File: src/rtl/i2c_arb_pkg.sv
// rtl/i2c_arb_pkg.sv - shared types and field widths for the i2c_mmaster arbiter
package i2c_arb_pkg;

  localparam int DEVADR_W = 7;
  localparam int REGADR_W = 8;
  localparam int DATNUM_W = 16;
  localparam int DATA_W   = 8;
  localparam int TMO_W    = 16;

  typedef enum logic [1:0] {
    IDLE   = 2'd0,
    LAUNCH = 2'd1,
    RUN    = 2'd2,
    DONE   = 2'd3
  } arb_state_e;

endpackage

File: src/rtl/i2c_mmaster_arb_if.sv
// rtl/i2c_mmaster_arb_if.sv - command/status bundle between the arbiter and the shared i2c_mmaster
interface i2c_mmaster_arb_if;
  import i2c_arb_pkg::*;

  logic                m_enable_o;
  logic                m_rw_o;
  logic                m_ur_o;
  logic [DEVADR_W-1:0] m_devadr_o;
  logic [REGADR_W-1:0] m_regadr_o;
  logic [DATNUM_W-1:0] m_datnum_o;
  logic [DATA_W-1:0]   m_dat_o;
  logic                m_reset_o;
  logic                m_busy_i;
  logic                m_dvalid_i;
  logic                m_newdat_i;
  logic [DATA_W-1:0]   m_dat_i;

  // arbiter side
  modport master (
    output m_enable_o, m_rw_o, m_ur_o, m_devadr_o, m_regadr_o, m_datnum_o, m_dat_o, m_reset_o,
    input  m_busy_i, m_dvalid_i, m_newdat_i, m_dat_i
  );

  // i2c_mmaster side
  modport slave (
    input  m_enable_o, m_rw_o, m_ur_o, m_devadr_o, m_regadr_o, m_datnum_o, m_dat_o, m_reset_o,
    output m_busy_i, m_dvalid_i, m_newdat_i, m_dat_i
  );

endinterface

File: src/rtl/i2c_rr_pick.sv
// rtl/i2c_rr_pick.sv - combinational round-robin picker: first set req bit at or after ptr, wrapping
module i2c_rr_pick #(
  parameter int NREQ = 2
) (
  input  logic [NREQ-1:0] req,
  input  logic [1:0]      ptr,
  output logic [NREQ-1:0] gnt,
  output logic            any
);

  always_comb begin
    gnt = '0;
    any = 1'b0;
    for (int i = 0; i < NREQ; i++) begin
      if (!any && req[(int'(ptr) + i) % NREQ]) begin
        gnt[(int'(ptr) + i) % NREQ] = 1'b1;
        any = 1'b1;
      end
    end
  end

endmodule

File: src/rtl/i2c_mmaster_arb.sv
// rtl/i2c_mmaster_arb.sv - round-robin arbiter/sequencer sharing one i2c_mmaster among NREQ requesters
// Optional watchdog: I2C_ARB_TIMEOUT_EN
module i2c_mmaster_arb
  import i2c_arb_pkg::*;
#(
  parameter int NREQ       = 2,
  parameter int TMO_CYCLES = 65535
) (
  input  logic                     clock_i,
  input  logic                     reset_i,
  input  logic [NREQ-1:0]          req_i,
  input  logic [NREQ-1:0]          rw_i,
  input  logic [NREQ-1:0]          ur_i,
  input  logic [DEVADR_W*NREQ-1:0] devadr_i,
  input  logic [REGADR_W*NREQ-1:0] regadr_i,
  input  logic [DATNUM_W*NREQ-1:0] datnum_i,
  input  logic [DATA_W*NREQ-1:0]   wdat_i,
  output logic [NREQ-1:0]          gnt_o,
  output logic [NREQ-1:0]          done_o,
  output logic [NREQ-1:0]          err_o,
  output logic [NREQ-1:0]          newdat_o,
  output logic [NREQ-1:0]          dvalid_o,
  output logic [DATA_W-1:0]        rdat_o,
  i2c_mmaster_arb_if.master        m
);

  arb_state_e          state, nxt;
  logic [1:0]          ptr, ptr_nxt;
  logic [NREQ-1:0]     gnt_q, pick;
  logic                pick_any;
  logic                tmo_hit, tmo_done;
  logic                sel_rw, sel_ur;
  logic [DEVADR_W-1:0] sel_dev;
  logic [REGADR_W-1:0] sel_reg;
  logic [DATNUM_W-1:0] sel_dn;
  logic [DATA_W-1:0]   sel_dat;

  i2c_rr_pick #(.NREQ(NREQ)) u_pick (
    .req (req_i),
    .ptr (ptr),
    .gnt (pick),
    .any (pick_any)
  );

`ifdef I2C_ARB_TIMEOUT_EN
  localparam logic [TMO_W-1:0] TMO_LAST = TMO_W'(TMO_CYCLES - 1);
  logic [TMO_W-1:0] tmo_cnt;
  logic             tmo_flag;
  logic             in_txn;

  assign in_txn   = (state == LAUNCH) || (state == RUN);
  assign tmo_hit  = in_txn && (tmo_cnt == TMO_LAST);
  assign tmo_done = tmo_flag;

  // tmo_flag marks a DONE entered by the watchdog rather than by the master
  always_ff @(posedge clock_i) begin
    if (reset_i) begin
      tmo_cnt  <= '0;
      tmo_flag <= 1'b0;
    end else begin
      tmo_cnt <= in_txn ? tmo_cnt + 1'b1 : '0;
      if (tmo_hit)
        tmo_flag <= 1'b1;
      else if (state == DONE)
        tmo_flag <= 1'b0;
    end
  end
`else
  assign tmo_hit  = 1'b0;
  assign tmo_done = 1'b0;
`endif

  always_ff @(posedge clock_i) begin
    if (reset_i)
      state <= IDLE;
    else
      state <= nxt;
  end

  always_comb begin
    nxt = state;
    case (state)
      IDLE:    if (pick_any) nxt = LAUNCH;
      LAUNCH:  if (m.m_busy_i || tmo_hit) nxt = RUN;
      RUN:     if (!m.m_busy_i || tmo_hit) nxt = DONE;
      DONE:    nxt = IDLE;
      default: nxt = IDLE;
    endcase
    if (state == LAUNCH && tmo_hit)
      nxt = DONE;
  end

  always_comb begin
    ptr_nxt = '0;
    for (int k = 0; k < NREQ; k++)
      if (gnt_q[k])
        ptr_nxt = (k == NREQ - 1) ? 2'd0 : 2'(k + 1);
  end

  always_ff @(posedge clock_i) begin
    if (reset_i) begin
      gnt_q <= '0;
      ptr   <= '0;
    end else if (state == IDLE && pick_any) begin
      gnt_q <= pick;
    end else if (state == DONE) begin
      gnt_q <= '0;
      ptr   <= ptr_nxt;
    end
  end

  // command fields follow the registered grant so they cannot change under the master
  always_comb begin
    sel_rw  = 1'b0;
    sel_ur  = 1'b0;
    sel_dev = '0;
    sel_reg = '0;
    sel_dn  = '0;
    sel_dat = '0;
    for (int k = 0; k < NREQ; k++) begin
      if (gnt_q[k] && state != IDLE) begin
        sel_rw  = sel_rw  | rw_i[k];
        sel_ur  = sel_ur  | ur_i[k];
        sel_dev = sel_dev | devadr_i[DEVADR_W*k +: DEVADR_W];
        sel_reg = sel_reg | regadr_i[REGADR_W*k +: REGADR_W];
        sel_dn  = sel_dn  | datnum_i[DATNUM_W*k +: DATNUM_W];
        sel_dat = sel_dat | wdat_i[DATA_W*k +: DATA_W];
      end
    end
  end

  always_comb begin
    m.m_enable_o = (state == LAUNCH);
    m.m_rw_o     = sel_rw;
    m.m_ur_o     = sel_ur;
    m.m_devadr_o = sel_dev;
    m.m_regadr_o = sel_reg;
    m.m_datnum_o = (state != IDLE && sel_dn == '0) ? DATNUM_W'(1) : sel_dn;
    m.m_dat_o    = sel_dat;
    m.m_reset_o  = reset_i || (state == DONE && tmo_done);
    gnt_o        = gnt_q;
    done_o       = (state == DONE) ? gnt_q : '0;
    err_o        = (state == DONE && tmo_done) ? gnt_q : '0;
    newdat_o     = gnt_q & {NREQ{m.m_newdat_i}};
    dvalid_o     = gnt_q & {NREQ{m.m_dvalid_i}};
    rdat_o       = m.m_dat_i;
  end

endmodule

File: src/flat_wrapper.sv
// flat-port wrapper written by rule: the top's interface ports become plain ports
module i2c_mmaster_arb_flat import i2c_arb_pkg::*;
#(
  parameter int NREQ       = 2,
  parameter int TMO_CYCLES = 65535
)
  (clock_i, reset_i, req_i, rw_i, ur_i, devadr_i, regadr_i, datnum_i, wdat_i, gnt_o, done_o, err_o, newdat_o, dvalid_o, rdat_o, m_m_enable_o, m_m_rw_o, m_m_ur_o, m_m_devadr_o, m_m_regadr_o, m_m_datnum_o, m_m_dat_o, m_m_reset_o, m_m_busy_i, m_m_dvalid_i, m_m_newdat_i, m_m_dat_i);
  i2c_mmaster_arb_if m_i ();
  input  logic clock_i;
  input  logic reset_i;
  input  logic [NREQ-1:0] req_i;
  input  logic [NREQ-1:0] rw_i;
  input  logic [NREQ-1:0] ur_i;
  input  logic [DEVADR_W*NREQ-1:0] devadr_i;
  input  logic [REGADR_W*NREQ-1:0] regadr_i;
  input  logic [DATNUM_W*NREQ-1:0] datnum_i;
  input  logic [DATA_W*NREQ-1:0] wdat_i;
  output logic [NREQ-1:0] gnt_o;
  output logic [NREQ-1:0] done_o;
  output logic [NREQ-1:0] err_o;
  output logic [NREQ-1:0] newdat_o;
  output logic [NREQ-1:0] dvalid_o;
  output logic [DATA_W-1:0] rdat_o;
  output wire logic [$bits(m_i.m_enable_o)-1:0] m_m_enable_o;
  output wire logic [$bits(m_i.m_rw_o)-1:0] m_m_rw_o;
  output wire logic [$bits(m_i.m_ur_o)-1:0] m_m_ur_o;
  output wire logic [$bits(m_i.m_devadr_o)-1:0] m_m_devadr_o;
  output wire logic [$bits(m_i.m_regadr_o)-1:0] m_m_regadr_o;
  output wire logic [$bits(m_i.m_datnum_o)-1:0] m_m_datnum_o;
  output wire logic [$bits(m_i.m_dat_o)-1:0] m_m_dat_o;
  output wire logic [$bits(m_i.m_reset_o)-1:0] m_m_reset_o;
  input wire logic [$bits(m_i.m_busy_i)-1:0] m_m_busy_i;
  input wire logic [$bits(m_i.m_dvalid_i)-1:0] m_m_dvalid_i;
  input wire logic [$bits(m_i.m_newdat_i)-1:0] m_m_newdat_i;
  input wire logic [$bits(m_i.m_dat_i)-1:0] m_m_dat_i;
  assign m_m_enable_o = m_i.m_enable_o;
  assign m_m_rw_o = m_i.m_rw_o;
  assign m_m_ur_o = m_i.m_ur_o;
  assign m_m_devadr_o = m_i.m_devadr_o;
  assign m_m_regadr_o = m_i.m_regadr_o;
  assign m_m_datnum_o = m_i.m_datnum_o;
  assign m_m_dat_o = m_i.m_dat_o;
  assign m_m_reset_o = m_i.m_reset_o;
  assign m_i.m_busy_i = m_m_busy_i;
  assign m_i.m_dvalid_i = m_m_dvalid_i;
  assign m_i.m_newdat_i = m_m_newdat_i;
  assign m_i.m_dat_i = m_m_dat_i;
  i2c_mmaster_arb #(.NREQ(NREQ), .TMO_CYCLES(TMO_CYCLES)) u_core (.clock_i(clock_i), .reset_i(reset_i), .req_i(req_i), .rw_i(rw_i), .ur_i(ur_i), .devadr_i(devadr_i), .regadr_i(regadr_i), .datnum_i(datnum_i), .wdat_i(wdat_i), .gnt_o(gnt_o), .done_o(done_o), .err_o(err_o), .newdat_o(newdat_o), .dvalid_o(dvalid_o), .rdat_o(rdat_o), .m(m_i));
endmodule
File: config.mk
export PLATFORM = sky130hd
export DESIGN_NAME = i2c_mmaster_arb_flat
export DESIGN_NICKNAME = d
export VERILOG_FILES = /design/src/rtl/i2c_arb_pkg.sv /design/src/rtl/i2c_mmaster_arb_if.sv /design/src/rtl/i2c_rr_pick.sv /design/src/rtl/i2c_mmaster_arb.sv /design/src/flat_wrapper.sv
export SDC_FILE = /design/constraint.sdc
export NUM_CORES = 1
export LEC_CHECK = 0
export CAP_MARGIN = 30
export CORE_ASPECT_RATIO = 0.7
export CORE_MARGIN = 2
export CORE_UTILIZATION = 22
export CTS_CLUSTER_SIZE = 8
export DETAILED_ROUTE_END_ITERATION = 10
export HOLD_SLACK_MARGIN = 0.15
export PLACE_DENSITY_LB_ADDON = 0.3
export RECOVER_POWER = 100
export SLEW_MARGIN = 20
export SYNTH_ARGS = -nofsm -noshare
export SYNTH_HDL_FRONTEND = slang
export SYNTH_SLANG_ARGS = --single-unit
File: constraint.sdc
create_clock -name clock_i -period 2.19 [get_ports clock_i]
set_clock_uncertainty 0.05 [all_clocks]
set_input_delay 0.3285 -clock clock_i [delete_from_list [all_inputs] [get_ports clock_i]]
set_output_delay 0.3285 -clock clock_i [all_outputs]
set_load 0.05 [all_outputs]
==> key figures, run 1 <==
Final layout
  – Area growth from synthesis to layout: 192%
  – N_diodes: 0
  – Fin cells: 315
  – Share of layout cells above drive strength 1: 37.7%
  – Net count, final: 362

GRT
  – Remaining Overflow, GRT: 0
  – Largest net degree at the start of global routing: 26
  – M1 GR Usage: 26.8%
  – Met2 Use GR: 33.6%
  – M3 GR Usage: 2.09%
  – All-Layer GR Usage: 19.5%
  – Global-route wire length before repair: 7540 µm
  – Busiest grt layer: met2
  – Number of global-route vias before repair: 1353
  – Initial antenna violation count: 0

CTS
  – H-Tree Depth: 1
  – CTS Sinks: 5
  – CTS buffer count: 3
  – CTS tree: built
  – Worst skew pair latency: 0.22 ns
  – Hold_buf cts: 0
  – CTS root buf: clkbuf_8
  – CTS max path bufs: 2
  – Worst-path clk slew: 0.03 ns

Route
  – Drt pass-1 iters: 4
  – Routed Antenna Nets: 0
  – Total number of vias: 1489
  – Initial drt markers: 65
  – DR WL/cell: 16.9 µm
  – Via density: 4.73
  – Total Routed Length: 5320 µm
  – Drc violations: 0

Yosys
  – Synth top area share: 22.8%
  – Syn avg cell area: 7.63 µm²
  – Mapped cell area: 961 µm²
  – Synth Area in Adders: 5.21%
  – Async set-reset flop share out of synthesis: 0%
  – Sequential area share after synthesis: 10.4%
  – Synth cell types: 25
  – Ys Warns: 0
  – Area contributors post-synth: a22o_1 (23%), a22oi_2 (10%), dfxtp_1 (10%), buf_4 (10%), nor2_1 (7.4%)
  – Largest family of logic cells by synthesized area: compound AO/OA/AOI/OAI gates
  – Most instantiated cells after synthesis: a22o_1 (25), nor2_1 (19), buf_4 (13)
  – Syn Inst Count: 126
  – Flops & latches, synth: 5
  – Ys flop type: dfxtp_1
  – Xor/xnor share of the synthesized area: 0%
  – Compound-Gate Fraction of Synth Area: 46.9%
  – Cell taking the most area after synthesis: a22o_1
  – Post-synthesis mux area share: 1.04%
  – Simple-gate share of the synthesized area: 18.1%
  – Number of synthesized flops with an enable pin: 0
  – Count leader, synth: a22o_1

Floorplan
  – Die Width: 83.0 µm
  – Die Ht: 59.3 µm
  – Core region area: 0.00428 mm²
  – # IOs: 158
  – Initial Util: 22.5%
  – Row Count: 20
  – Die area: 0.00492 mm²

Timing
  – Fin crit share: 103%
  – RSZ-0062 raised after global routing: yes
  – Final setup viols: 1
  – PnR worst setup slack: -0.0664 ns
  – Post-Route Hold Slack: 0.415 ns
  – Fin Setup TNS: -0.0664 ns
  – Fmax achieved: 443 MHz
  – Final Max Slew Viols: 0
  – Minimum clock period: 2.26 ns
  – Final hold vios: 0

Placed design
  – Port Buffers: 139
  – Final HPWL DP: 4350 µm
  – Dpl cells: 305
  – Gp weighted congestion: 0.808

Power and ir drop
  – Flop pwr share: 7.6%
  – Max IR drop VDD: 0.526 mV
  – Combinational power share: 86.3%
  – Int Power: 1.34 mW
  – Total leakage power: 1.12 nW
  – Clk network pwr share: 6.1%
  – PD cells: 976 mW/mm²
  – Psw: 1.39 mW
  – Switching portion of total power: 51.0%

Critical path
  – CP endpoint kind: primary output
  – Arr. time, crit path: 1.88 ns
  – Max FO, Critical Path: 2
  – Slowest cell on the critical path: or4_4
  – Critical Path Start Type: input pin
  – Crit-path cells: clkdlybuf4s50_1, a22oi_2, a41oi_1, or4_4, o21ai_4, buf_12
  – CP Class: input pin to primary output
  – Cell family with most CP delay: buffers and inverters
  – CP bufs+invs: 2
  – Crit path required time: 1.81 ns
  – Max incr delay on CP: 0.45 ns

Status
  – Failing checks: setup timing
  – Status: finished, violations left

Job
  – Max Cap Viol: 0

Worst hold path
  – Hold Crit Class: flop to flop
-- routing by layer --
metal  up-vias  part of all wire [%]
met4         0                   1.0
met1       694                    47
li1        729                     -
met3         8                   4.2
met5         -                     0
met2        58                    48
-- registers in the layout, summed over array words and instances, names as in the netlist --
| register | flops |
|---|---|
| u_core.state | 2 |
| u_core.gnt_o | 2 |
| u_core.ptr | 1 |
-- stage by stage --
step | util (%) | cell area (µm²) | power, mW | worst slack [ns]
CTS | 64.2 | 2750 | 2.70 | -0.0794
finish | 65.5 | 2800 | 2.74 | -0.0664
global placement | 61.9 | 2650 | 2.44 | -0.220
floorplan | - | 1000 | 1.50 | 0.0000203
global route | 65.5 | 2800 | 2.87 | -0.138
detailed placement | 61.9 | 2650 | 2.45 | -0.202
-- final timing paths --
| kind | from | endpoint | slack, ns | cells past startpoint |
|---|---|---|---|---|
| min | u_core.ptr[0] | u_core.ptr[0] | 0.42 | 2 |
| max reg2reg | u_core.state[0] | u_core.state[1] | 0.71 | 6 |
| min reg2reg | u_core.ptr[0] | u_core.ptr[0] | 0.42 | 2 |
| max | datnum_i[10] | m_m_datnum_o[0] | -0.07 | 6 |
-- cell type report --
| cell class | count | area [µm²] |
|---|---|---|
| inverter | 3 | 11.3 |
| tap | 55 | 68.8 |
| fill | 348 | 1480 |
| clock buffer | 4 | 45.0 |
| timing repair buffer | 153 | 1790 |
| multi-input combinational | 95 | 779 |
| sequential | 5 | 110 |
-- what timing repair did --
item,CTS,global route
buffers inserted,2,3
endpoints found under the setup margin,26,26
endpoints found under the hold margin,0,0
pin swaps,7,0
gates cloned,0,1
gates resized for setup,18,8
-- cell families after synthesis --
kind of cell             Yosys count
multiplexers                       1
AND/OR/NAND/NOR                   37
adder cells (fa/ha/maj)            4
other                              1
AO/OA/AOI/OAI                     51
buffers and inverters             27
flip-flops                         5
-- power groups by stage --
stage	Combinational (mW)	Sequential, mW	Clock [mW]
2_1_floorplan	1.33	0.175	0
3_3_place_gp	2.23	0.207	0
3_5_place_dp	2.24	0.207	0
4_1_cts	2.33	0.204	0.170
5_1_grt	2.47	0.217	0.182
6_report	2.36	0.207	0.167
-- tightest hold or removal path, cell delays in order, from the launching register on --
cell and delay, ns:
dfxtp_1 0.31, nand2_1 0.05, a21oi_1 0.05
-- cell usage in the layout (no fill, tap or decap), types with 2 or more instances in the layout --
master and n:
a22oi_2 14, a21oi_1 3, ha_1 3, clkdlybuf4s50_1 84, clkbuf_8 3, conb_1 2
and2_1 6, dlygate4sd2_1 5, a41oi_1 2, buf_4 28, or4_4 2, a22oi_1 2
dfxtp_2 2, nor2_2 2, buf_12 33, nor3_1 2, nand2_1 4, dfxtp_4 2
nor2_1 16, inv_2 2, a22o_1 25
(Power assumes the default switching activity.)
==> run 2, diff against run 1 <==
--- a/config.mk
+++ b/config.mk
@@ -7,7 +7,6 @@
 export LEC_CHECK = 0
 export CAP_MARGIN = 30
 export CORE_ASPECT_RATIO = 0.7
-export CORE_MARGIN = 2
 export CORE_UTILIZATION = 22
 export CTS_CLUSTER_SIZE = 8
 export DETAILED_ROUTE_END_ITERATION = 10
==> key figures, run 2 (synthesis gave the netlist of run 1 again) <==
Timing
  – Worst relative slew slack: 66.6%
  – Worst Max-Slew Pin Slew: 0.499 ns
  – Fin crit share: 104% (+0.50 points)
  – Minimum clock period: 2.27 ns (+0.0109 ns)
  – Fmax achieved: 441 MHz (-0.48%)
  – Final Max Slew Viols: 0 (unchanged)
  – Final hold vios: 0 (unchanged)
  – PnR worst setup slack: -0.0772 ns (-0.0109 ns)
  – Fin Setup TNS: -0.0772 ns (-0.0109 ns)
  – Final setup viols: 1 (unchanged)
  – RSZ-0062 raised after global routing: yes

Floorplan
  – Initial Util: 23.8% (+1.3 points)
  – Die Ht: 57.3 µm (-3.4%)
  – Die area: 0.00464 mm² (-5.7%)
  – # IOs: 158 (unchanged)
  – Core region area: 0.00404 mm² (-5.6%)
  – Die Width: 81.0 µm (-2.4%)
  – Row Count: 19 (-5.0%)

Status
  – Failing checks: setup timing
  – Status: finished, violations left

Final layout
  – Filler instances: 301 (-14%)
  – Commonest non-fill, non-tap cells in the layout: clkdlybuf4s50_1 (81), buf_4 (36), buf_12 (35), a22o_1 (25), nor2_1 (16)
  – Area growth from synthesis to layout: 207%
  – Net count, final: 373 (+3.0%)
  – Share of layout cells above drive strength 1: 40.2% (+2.5 points)
  – N_diodes: 0 (unchanged)
  – Area of the multi-input gates: 790 µm² (+1.3%)
  – Register area: 113 µm² (+2.3%)
  – Fin cells: 323 (+2.5%)
  – Most common cell after layout, fill and taps aside: clkdlybuf4s50_1

Critical path
  – CP Class: input pin to primary output
  – Critical path depth: 6 (unchanged)
  – Critical Path Start Type: input pin
  – Slowest cell on the critical path: or4_4
  – CP endpoint kind: primary output
  – Cell depth of the worst flop-to-flop path: 7 (+1)
  – Crit-path cells: clkdlybuf4s50_1, a22oi_2, a41oi_1, or4_4, o21ai_4, buf_12
  – Max incr delay on CP: 0.46 ns (about the same)
  – CP bufs+invs: 2 (unchanged)
  – Arr. time, crit path: 1.89 ns (about the same)
  – Max FO, Critical Path: 2 (unchanged)
  – Crit path required time: 1.81 ns (about the same)
  – Cell family with most CP delay: buffers and inverters

Placed design
  – Port Buffers: 139 (unchanged)
  – Pre-CTS setup slack: -0.142 ns (+0.0605 ns)
  – Final HPWL DP: 3960 µm (-8.9%)
  – Dpl cells: 305 (unchanged)
  – Gp weighted congestion: 0.781 (-3.4%)

CTS
  – Worst-path clk slew: 0.03 ns (about the same)
  – CTS buffer count: 3 (unchanged)
  – CTS Sinks: 5 (unchanged)
  – CTS tree: built
  – CTS root buf: clkbuf_8
  – CTS max path bufs: 2 (unchanged)
  – Worst skew pair latency: 0.23 ns (about the same)
  – H-Tree Depth: 1 (unchanged)
  – Hold_buf cts: 0 (unchanged)

Power and ir drop
  – Max IR drop VDD: 0.582 mV (+11%)
  – Total leakage power: 1.22 nW (+9.2%)
  – Total power: 2.97 mW (+8.5%)
  – PD cells: 1010 mW/mm² (+3.1%)

Job
  – Max Cap Viol: 0 (unchanged)

Route
  – Drt pass-1 iters: 4 (unchanged)
  – Total Routed Length: 5430 µm (+1.9%)
  – DR WL/cell: 16.8 µm (-0.61%)
  – Via density: 4.76 (+0.73%)
  – Drc violations: 0 (unchanged)
  – Initial drt markers: 39 (-40%)
  – Total number of vias: 1538 (+3.3%)
  – Routed Antenna Nets: 0 (unchanged)

GRT
  – Busiest grt layer: met2
  – M1 GR Usage: 25.3% (-1.5 points)
  – Largest net degree at the start of global routing: 26 (unchanged)
  – Remaining Overflow, GRT: 0 (unchanged)
  – M3 GR Usage: 5.12% (+3.0 points)
  – Met2 Use GR: 35.5% (+1.9 points)
  – Global-route wire length before repair: 7220 µm (-4.3%)
  – Initial antenna violation count: 0 (unchanged)
  – Number of global-route vias before repair: 1368 (+1.1%)
  – All-Layer GR Usage: 20.6% (+1.1 points)

Worst hold path
  – Hold Crit Class: flop to flop
  – Hold Path Stages: 2 (unchanged)
==> run 2: worst register-to-register path, delay by kind of cell (launching register included) <==
| kind | cells | cell delay, ns |
|---|---|---|
| flip-flops | 1 | 0.36 |
| AO/OA/AOI/OAI | 1 | 0.25 |
| multiplexers | 1 | 0.24 |
| AND/OR/NAND/NOR | 2 | 0.21 |
| adder cells (fa/ha/maj) | 1 | 0.18 |
| buffers and inverters | 2 | 0.16 |
==> run 2: repair_timing <==
item | 4_1_cts | 5_1_grt
pin swaps | 11 | 11
cloned | 0 | 1
buffers inserted | 2 | 11
endpoints found under the setup margin | 26 | 26
gates resized for setup | 20 | 10
endpoints found under the hold margin | 0 | 0
==> run 2: area by class of cell <==
cell class | instances | area share (%)
sequential | 5 | 3.82
timing repair buffer | 164 | 65.2
inverter | 3 | 0.466
multi-input combinational | 95 | 26.7
clock buffer | 4 | 1.53
tap | 52 | 2.20
==> run 2: power breakdown <==
group / switching [mW] / total, mW / internal [mW] / leakage (nW)
sequential: 0.0480 / 0.176 / 0.128 / 0.0434
clock: 0.0499 / 0.175 / 0.125 / 0.0228
combinational: 1.37 / 2.62 / 1.25 / 1.16
==> run 2: stage by stage <==
| step | utilization, % | cell area [µm²] | hold slack [ns] |
|---|---|---|---|
| 2_1_floorplan | - | 1000 | 0.343 |
| 3_3_place_gp | 66.0 | 2670 | 0.400 |
| 3_5_place_dp | 66.0 | 2670 | 0.410 |
| 4_1_cts | 68.9 | 2790 | 0.414 |
| 5_1_grt | 73.0 | 2950 | 0.449 |
| 6_report | 73.0 | 2950 | 0.434 |
==> run 2: metal layers <==
metal / up-vias / share of wire (%)
li1: 752 / -
met1: 720 / 40
met2: 58 / 53
met3: 8 / 6.4
met4: 0 / 0.88
met5: - / 0
==> run 2: worst paths after layout <==
| path | slack [ns] | from | end |
|---|---|---|---|
| setup / recovery | -0.08 | datnum_i[12] | m_m_datnum_o[0] |
| hold / removal | 0.43 | u_core.ptr[0] | u_core.ptr[0] |
| setup reg to reg | 0.62 | u_core.state[1] | u_core.state[1] |
| hold reg to reg | 0.43 | u_core.ptr[0] | u_core.ptr[0] |
==> variant 1 (settings of run 2) <==
Build with the macro `I2C_ARB_TIMEOUT_EN` defined.
--- a/src/rtl/i2c_mmaster_arb.sv
+++ b/src/rtl/i2c_mmaster_arb.sv
@@ -1,5 +1,7 @@
 // rtl/i2c_mmaster_arb.sv - round-robin arbiter/sequencer sharing one i2c_mmaster among NREQ requesters
 // Optional watchdog: I2C_ARB_TIMEOUT_EN
+`define I2C_ARB_TIMEOUT_EN
+
 module i2c_mmaster_arb
   import i2c_arb_pkg::*;
 #(
Check against the original RTL: same outputs for any inputs over 4 cycles, from zero or initial values and one cycle with reset_i high; that may be too few to reach the edited logic, so the function may still have changed.
==> variant 1 against run 2 <==
The flow still finishes with violations (negative setup slack). Final area grew 42%. Setup slack worse by 0.030 ns. Utilization decreased by 17 points. Area after synthesis increased by 78%. Sequential cell count increased by 17. Total power grew 32%. Synthesized cell count increased by 71%. Routed wire length up 49%. Largest cell class unchanged. Largest power group unchanged. Highest routed layer unchanged.
==> variant 1: results (changes against run 2) <==
Outcome
The run finished, with violations left. The checks that failed: negative setup slack.

Worst hold path
The number of stages on the worst hold path came to 1 (-1). The min-delay analysis places its worst path in the category reg -> reg.

Global routing
The total routing resource utilization after global routing is 17.3% (-3.2 points). The first-pass GRT wire length came to 10800 um (+50%). The number of global-route vias before repair is 1923 (+41%). The initial antenna violation count is 0 (unchanged). The maximum number of pins on one net before global-route repair is 26 (unchanged).

Worst setup path
The slowest stage of the critical path is the or4_4 cell. The longest individual stage delay on the worst path is 0.51 ns (+0.05 ns). The arrival time at the worst endpoint came to 1.92 ns (+0.03 ns). The setup slack on the worst flop-to-flop path came to 0.38 ns (-0.24 ns). The destination of the worst register-to-register timing path is u_core.tmo_cnt[5]$_SDFF_PP0_. The length in cells of the worst reg-to-reg path is 6 (-1).

The critical path starts at datnum_i[13].

Placed design
The setup slack at placement came to -0.124 ns (+0.0184 ns). The port buffer count came to 141 (+1.4%). The weighted congestion at the end of routability-driven global placement is 0.803 (+2.9%). The standard cell area after detailed placement is 0.00373 mm^2 (+40%). The half-perimeter wire length after detailed placement is 6140 um (+55%).

STA
The slew at the pin closest to its max-slew limit is 0.755 ns (+0.255 ns). The final setup TNS was -0.476 ns (-0.398 ns). The setup slack of the critical path after layout is -0.108 ns (-0.0303 ns).

The count of final setup violators is 13 (+12).

Drt
The violation count after the first detailed-routing iteration is 136 (+250%). The average routed wire per standard cell is 17.6 um (+4.6%). The via count is 2194 (+43%).

Layout
The number of nets at the end of the flow came to 467 (+25%). The flip-flop count of the largest register after layout is 16. The number of antenna cells inserted is 0 (unchanged). The proportion of layout cells with a drive suffix above 1 came to 34.5% (-5.7 points).

Yosys
The fraction of synthesis flops using an asynchronous set or reset pin is 0% (unchanged). The total number of yosys warnings came to 0 (unchanged). The leading register cell type out of synthesis is dfxtp_1.

Sorting the synthesized cells by area gives the leading types as dfxtp_1 26%, a22o_1 13%, nor2_1 7.0%. The sequential share of the synthesized area was 25.8% (+15 points). Sorting the synthesized cells by how often they occur yields 32 x nor2_1, 25 x a22o_1, 22 x dfxtp_1. The distinct cell type count of the synthesized netlist is 39 (+56%).

The net count after synthesis is 319.

Clock tree
The clock slew seen by the registers of the worst setup and hold paths is 0.07 ns (+0.04 ns). The level count of the clock H-tree is 1 (unchanged). The root buffer cell is clkbuf_8. The number of buffers between clock root and the deepest sink is 2 (unchanged).

The clock latency on the worst-skew pair is 0.26 ns (+0.03 ns).

Power and ir drop
The static leakage came to 1.59 nW (+30%). The maximum vdd drop is 550 uV (-5.4%).
[variant 1: repair_timing]
item	in CTS	in global routing
gates resized for setup	31	11
buffers inserted	6	2
gates cloned	2	1
setup endpoints to repair	26	26
hold buffers	0	0
pin swaps	21	5
[variant 1: worst min path at each step]
stage                                   end                          from  slack, ns
6_report       u_core.tmo_cnt[0]$_SDFF_PP0_  u_core.tmo_cnt[0]$_SDFF_PP0_       0.43
5_1_grt        u_core.tmo_cnt[0]$_SDFF_PP0_  u_core.tmo_cnt[0]$_SDFF_PP0_       0.47
4_1_cts        u_core.tmo_cnt[0]$_SDFF_PP0_  u_core.tmo_cnt[0]$_SDFF_PP0_       0.44
3_5_place_dp   u_core.tmo_cnt[0]$_SDFF_PP0_  u_core.tmo_cnt[0]$_SDFF_PP0_       0.42
3_3_place_gp     u_core.ptr[0]$_SDFFE_PP0P_    u_core.ptr[0]$_SDFFE_PP0P_       0.40
2_1_floorplan    u_core.ptr[0]$_SDFFE_PP0P_    u_core.ptr[0]$_SDFFE_PP0P_       0.38
[variant 1: worst reg2reg max path, stage by stage (launching register included)]
cell and delay [ns]:
dfxtp_1 0.34, inv_2 0.06, clkbuf_4 0.13, ha_1 0.28
nand2b_1 0.10, clkbuf_1 0.58, nor2_1 0.13
[variant 1: final cells by class]
| type | instances | area [um^2] |
|---|---|---|
| Fill cell | 644 | 3230 |
| Timing Repair Buffer | 166 | 2180 |
| Multi-Input combinational cell | 166 | 1350 |
| Sequential cell | 22 | 449 |
| Tap cell | 98 | 123 |
| Clock buffer | 3 | 41.3 |
| Clock inverter | 1 | 30.0 |
| Inverter | 4 | 15.0 |
[variant 1: cells by family (layout without fill, tap and decap cells)]
kind of cell / Yosys count / in the layout / synth area share (%)
AO/OA/AOI/OAI: 63 / 63 / 29.0
adder cells (fa/ha/maj): 7 / 7 / 5.13
XOR/XNOR: 11 / 11 / 5.65
multiplexers: 1 / 1 / 0.587
flip-flops: 22 / 22 / 25.8
AND/OR/NAND/NOR: 84 / 84 / 24.6
buffers and inverters: 27 / 174 / 9.24
[variant 1: per-layer routing]
layer	GRT usage, %	wire, um	vias to the layer above
met3	3.42	517	6
li1	-	-	1082
met1	24.1	3480	1030
met5	0	0	-
met2	29.0	4020	76
met4	1.98	63	0
[variant 1: metrics by stage]
step                      power [W]  std cells
after global routing        0.00408        460
after floorplan             0.00193        215
after global placement      0.00312        445
after detailed placement    0.00314        445
final                       0.00392        460
after CTS                   0.00383        457
[variant 1: power by group]
part           leakage, nW  switching [W]  internal (W)
combinational         1.38        0.00148       0.00150
sequential           0.180       0.000126      0.000447
clock               0.0357       0.000122      0.000244
total                 1.59        0.00173       0.00219
==> variant 2 (settings of run 2) <==
Without the edit above. The 4 states of `arb_state_e` get a one-hot encoding in 4 bits.
--- a/src/rtl/i2c_arb_pkg.sv
+++ b/src/rtl/i2c_arb_pkg.sv
@@ -7,11 +7,11 @@
   localparam int DATA_W   = 8;
   localparam int TMO_W    = 16;
 
-  typedef enum logic [1:0] {
-    IDLE   = 2'd0,
-    LAUNCH = 2'd1,
-    RUN    = 2'd2,
-    DONE   = 2'd3
+  typedef enum logic [3:0] {
+    IDLE   = 4'b0001,
+    LAUNCH = 4'b0010,
+    RUN    = 4'b0100,
+    DONE   = 4'b1000
   } arb_state_e;
 
 endpackage
Function: no difference found for any inputs over 4 cycles, from zero or initial values and one cycle with reset_i high; so few cycles prove little.
==> variant 2 against run 2 <==
The run ends with design-rule violations left. Final area shrank 17%. Critical endpoint unchanged. Setup slack gained 0.15 ns. Critical path depth is the same. First-iteration DRC count grew 23%. Area after synthesis grew 3.3%. Routed wire length shrank 9.2%. Sequential cell count grew 2.
Power is not compared: it rests on default switching activity, and its combinational part moved more than twofold at a synthesized area within 25%.
==> variant 2: results (changes against run 2) <==
Outcome
The flow ran to the end, but the final reports show violations. The final reports fail on design-rule violations.

Worst setup path
The top fanout value on the critical path is 2 (unchanged). In this run the critical register-to-register path is captured at u_core.gnt_o[1]$_SDFFE_PP0P_. The worst register-to-register path begins at u_core.state[2]$_SDFFE_PP0P_. The setup slack on the worst flop-to-flop path is 0.60 ns (-0.02 ns). The arrival time at the worst endpoint is 1.74 ns (-0.15 ns). The length in cells of the worst reg-to-reg path is 6 (-1).

Drt
The via count was 1528 (-0.65%). The number of remaining DRC errors is 1 (+1). The average routed wire per standard cell is 15.7 um (-6.3%). The violation count after the first detailed-routing iteration is 48 (+23%).

The detailed-router iteration count before antenna repair is 10 (+6).

Clock tree
The clock latency on the worst-skew pair is 0.22 ns. The level count of the clock H-tree is 1 (unchanged). The number of buffers created by CTS is 3 (unchanged). After clock tree synthesis, the clock-pin slew on the worst setup and hold paths is 0.04 ns. The root buffer cell is clkbuf_8. The number of buffers between clock root and the deepest sink is 2 (unchanged).

STA
The relative max-transition margin is 60.5% (-6.1 points). The final worst hold slack came to 0.406 ns (-0.0271 ns). The setup slack of the critical path after layout is 0.0753 ns (+0.152 ns).

Global routing
The initial antenna violation count is 0 (unchanged). The remaining global-route overflow is 0 (unchanged). The first-pass GRT wire length came to 7080 um (-1.9%). The total routing resource utilization after global routing came to 19.2% (-1.3 points).

The maximum number of pins on one net before global-route repair is 31 (+19%).

Power and ir drop
Summed over all cells, the static leakage comes to 1.03 nW. The maximum vdd drop is 220 uV.

Layout
The proportion of layout cells with a drive suffix above 1 is 28.7% (-12 points). The flip-flop count of the largest register after layout is 4. More flip-flops sit in one register than any other, and that register is u_core.state. The number of antenna cells inserted is 0 (unchanged).

The number of nets at the end of the flow is 356 (-4.6%).

Placed design
The weighted congestion at the end of routability-driven global placement is 0.773 (-0.94%). The half-perimeter wire length after detailed placement was 3910 um (-1.2%). The port buffer count is 139 (unchanged). The setup slack at placement is -0.0204 ns (+0.122 ns).

Worst hold path
The number of stages on the worst hold path is 2 (unchanged). The path category of the worst min-delay check is reg -> reg. The endpoint of the worst hold-timing path is u_core.ptr[0]$_SDFFE_PP0P_.

The hold path startpoint is u_core.ptr[0]$_SDFFE_PP0P_.

Yosys
Sorting the synthesized cells by area gives the leading types as a22o_1 31%, dfxtp_1 14%, buf_4 9.1%. The total number of yosys warnings is 0 (unchanged). The sequential share of the synthesized area is 14.1% (+3.7 points).

For this run, the leading register cell type out of synthesis is dfxtp_1. The fraction of synthesis flops using an asynchronous set or reset pin is 0% (unchanged). The distinct cell type count of the synthesized netlist is 26 (+4.0%).

The commonest cells after synthesis are 35 x a22o_1, 12 x buf_4, 9 x nor2_1.
variant 2: cell types whose count changed in the layout (fill, tap and decap cells not counted), sizes merged, moves of 7 or more:
cell	change
buf	-29
clkbuf	+15
nor4	+7
a22oi	-9
nor2	-10
a22o	+10
variant 2: layer usage:
| layer | vias to the layer above | part of all wire [%] | track usage (%) |
|---|---|---|---|
| li1 | 752 | - | - |
| met3 | 2 | 11 | 5.67 |
| met2 | 89 | 48 | 34.1 |
| met5 | - | 0 | 0 |
| met4 | 0 | 0.39 | 5.51 |
| met1 | 685 | 41 | 22.3 |
variant 2: critical path: stages:
cell and delay (ns):
clkdlybuf4s50_1 0.45, nor4_2 0.27, nand4_1 0.12, a22o_1 0.27
o21ai_2 0.13, buf_6 0.17
variant 2: area by class of cell:
cell class	count	area (um^2)
multi-input combinational	98	763
timing repair buffer	149	1420
fill	426	1890
clock buffer	4	45.0
sequential	7	141
tap	55	68.8
variant 2: cell families after synthesis:
| family | after synthesis | synth area share (%) |
|---|---|---|
| buffers and inverters | 23 | 16.3 |
| other | 1 | 0.378 |
| AO/OA/AOI/OAI | 51 | 41.4 |
| XOR/XNOR | 1 | 0.883 |
| AND/OR/NAND/NOR | 44 | 27.0 |
| flip-flops | 7 | 14.1 |
variant 2: worst max-delay path by stage:
| stage | start | end |
|---|---|---|
| finish | datnum_i[24] | m_m_datnum_o[0] |
| global route | datnum_i[24] | m_m_datnum_o[0] |
| CTS | u_core.state[2]$_SDFFE_PP0P_ | m_m_devadr_o[0] |
| detailed placement | datnum_i[3] | m_m_datnum_o[0] |
| global placement | datnum_i[19] | m_m_datnum_o[0] |
| floorplan | u_core.gnt_o[0]$_SDFFE_PP0P_ | m_m_datnum_o[13] |
variant 2: stage by stage:
| step | total power (W) | instance area [um^2] | cells | setup TNS, ns |
|---|---|---|---|---|
| 6_report | 0.00116 | 2440 | 313 | 0 |
| 5_1_grt | 0.00122 | 2440 | 313 | 0 |
| 4_1_cts | 0.00117 | 2400 | 312 | 0 |
| 3_5_place_dp | 0.000984 | 2350 | 308 | -0.0204 |
| 3_3_place_gp | 0.000981 | 2350 | 308 | -0.0172 |
| 2_1_floorplan | 0.000664 | 1000 | 128 | 0 |
variant 2: repair_timing:
item / 4_1_cts / 5_1_grt
pin swaps: 0 / 6
buffers inserted: 0 / 1
cloned: 0 / 0
setup endpoints to repair: 1 / 31
resized for setup: 2 / 16
hold buffers: 0 / 0
variant 2: power by group:
group	leakage, nW	switching (W)	internal (W)	total, W
clock	0.0228	0.0000509	0.000125	0.000176
sequential	0.0579	0.00000710	0.000138	0.000145
combinational	0.950	0.000486	0.000357	0.000843
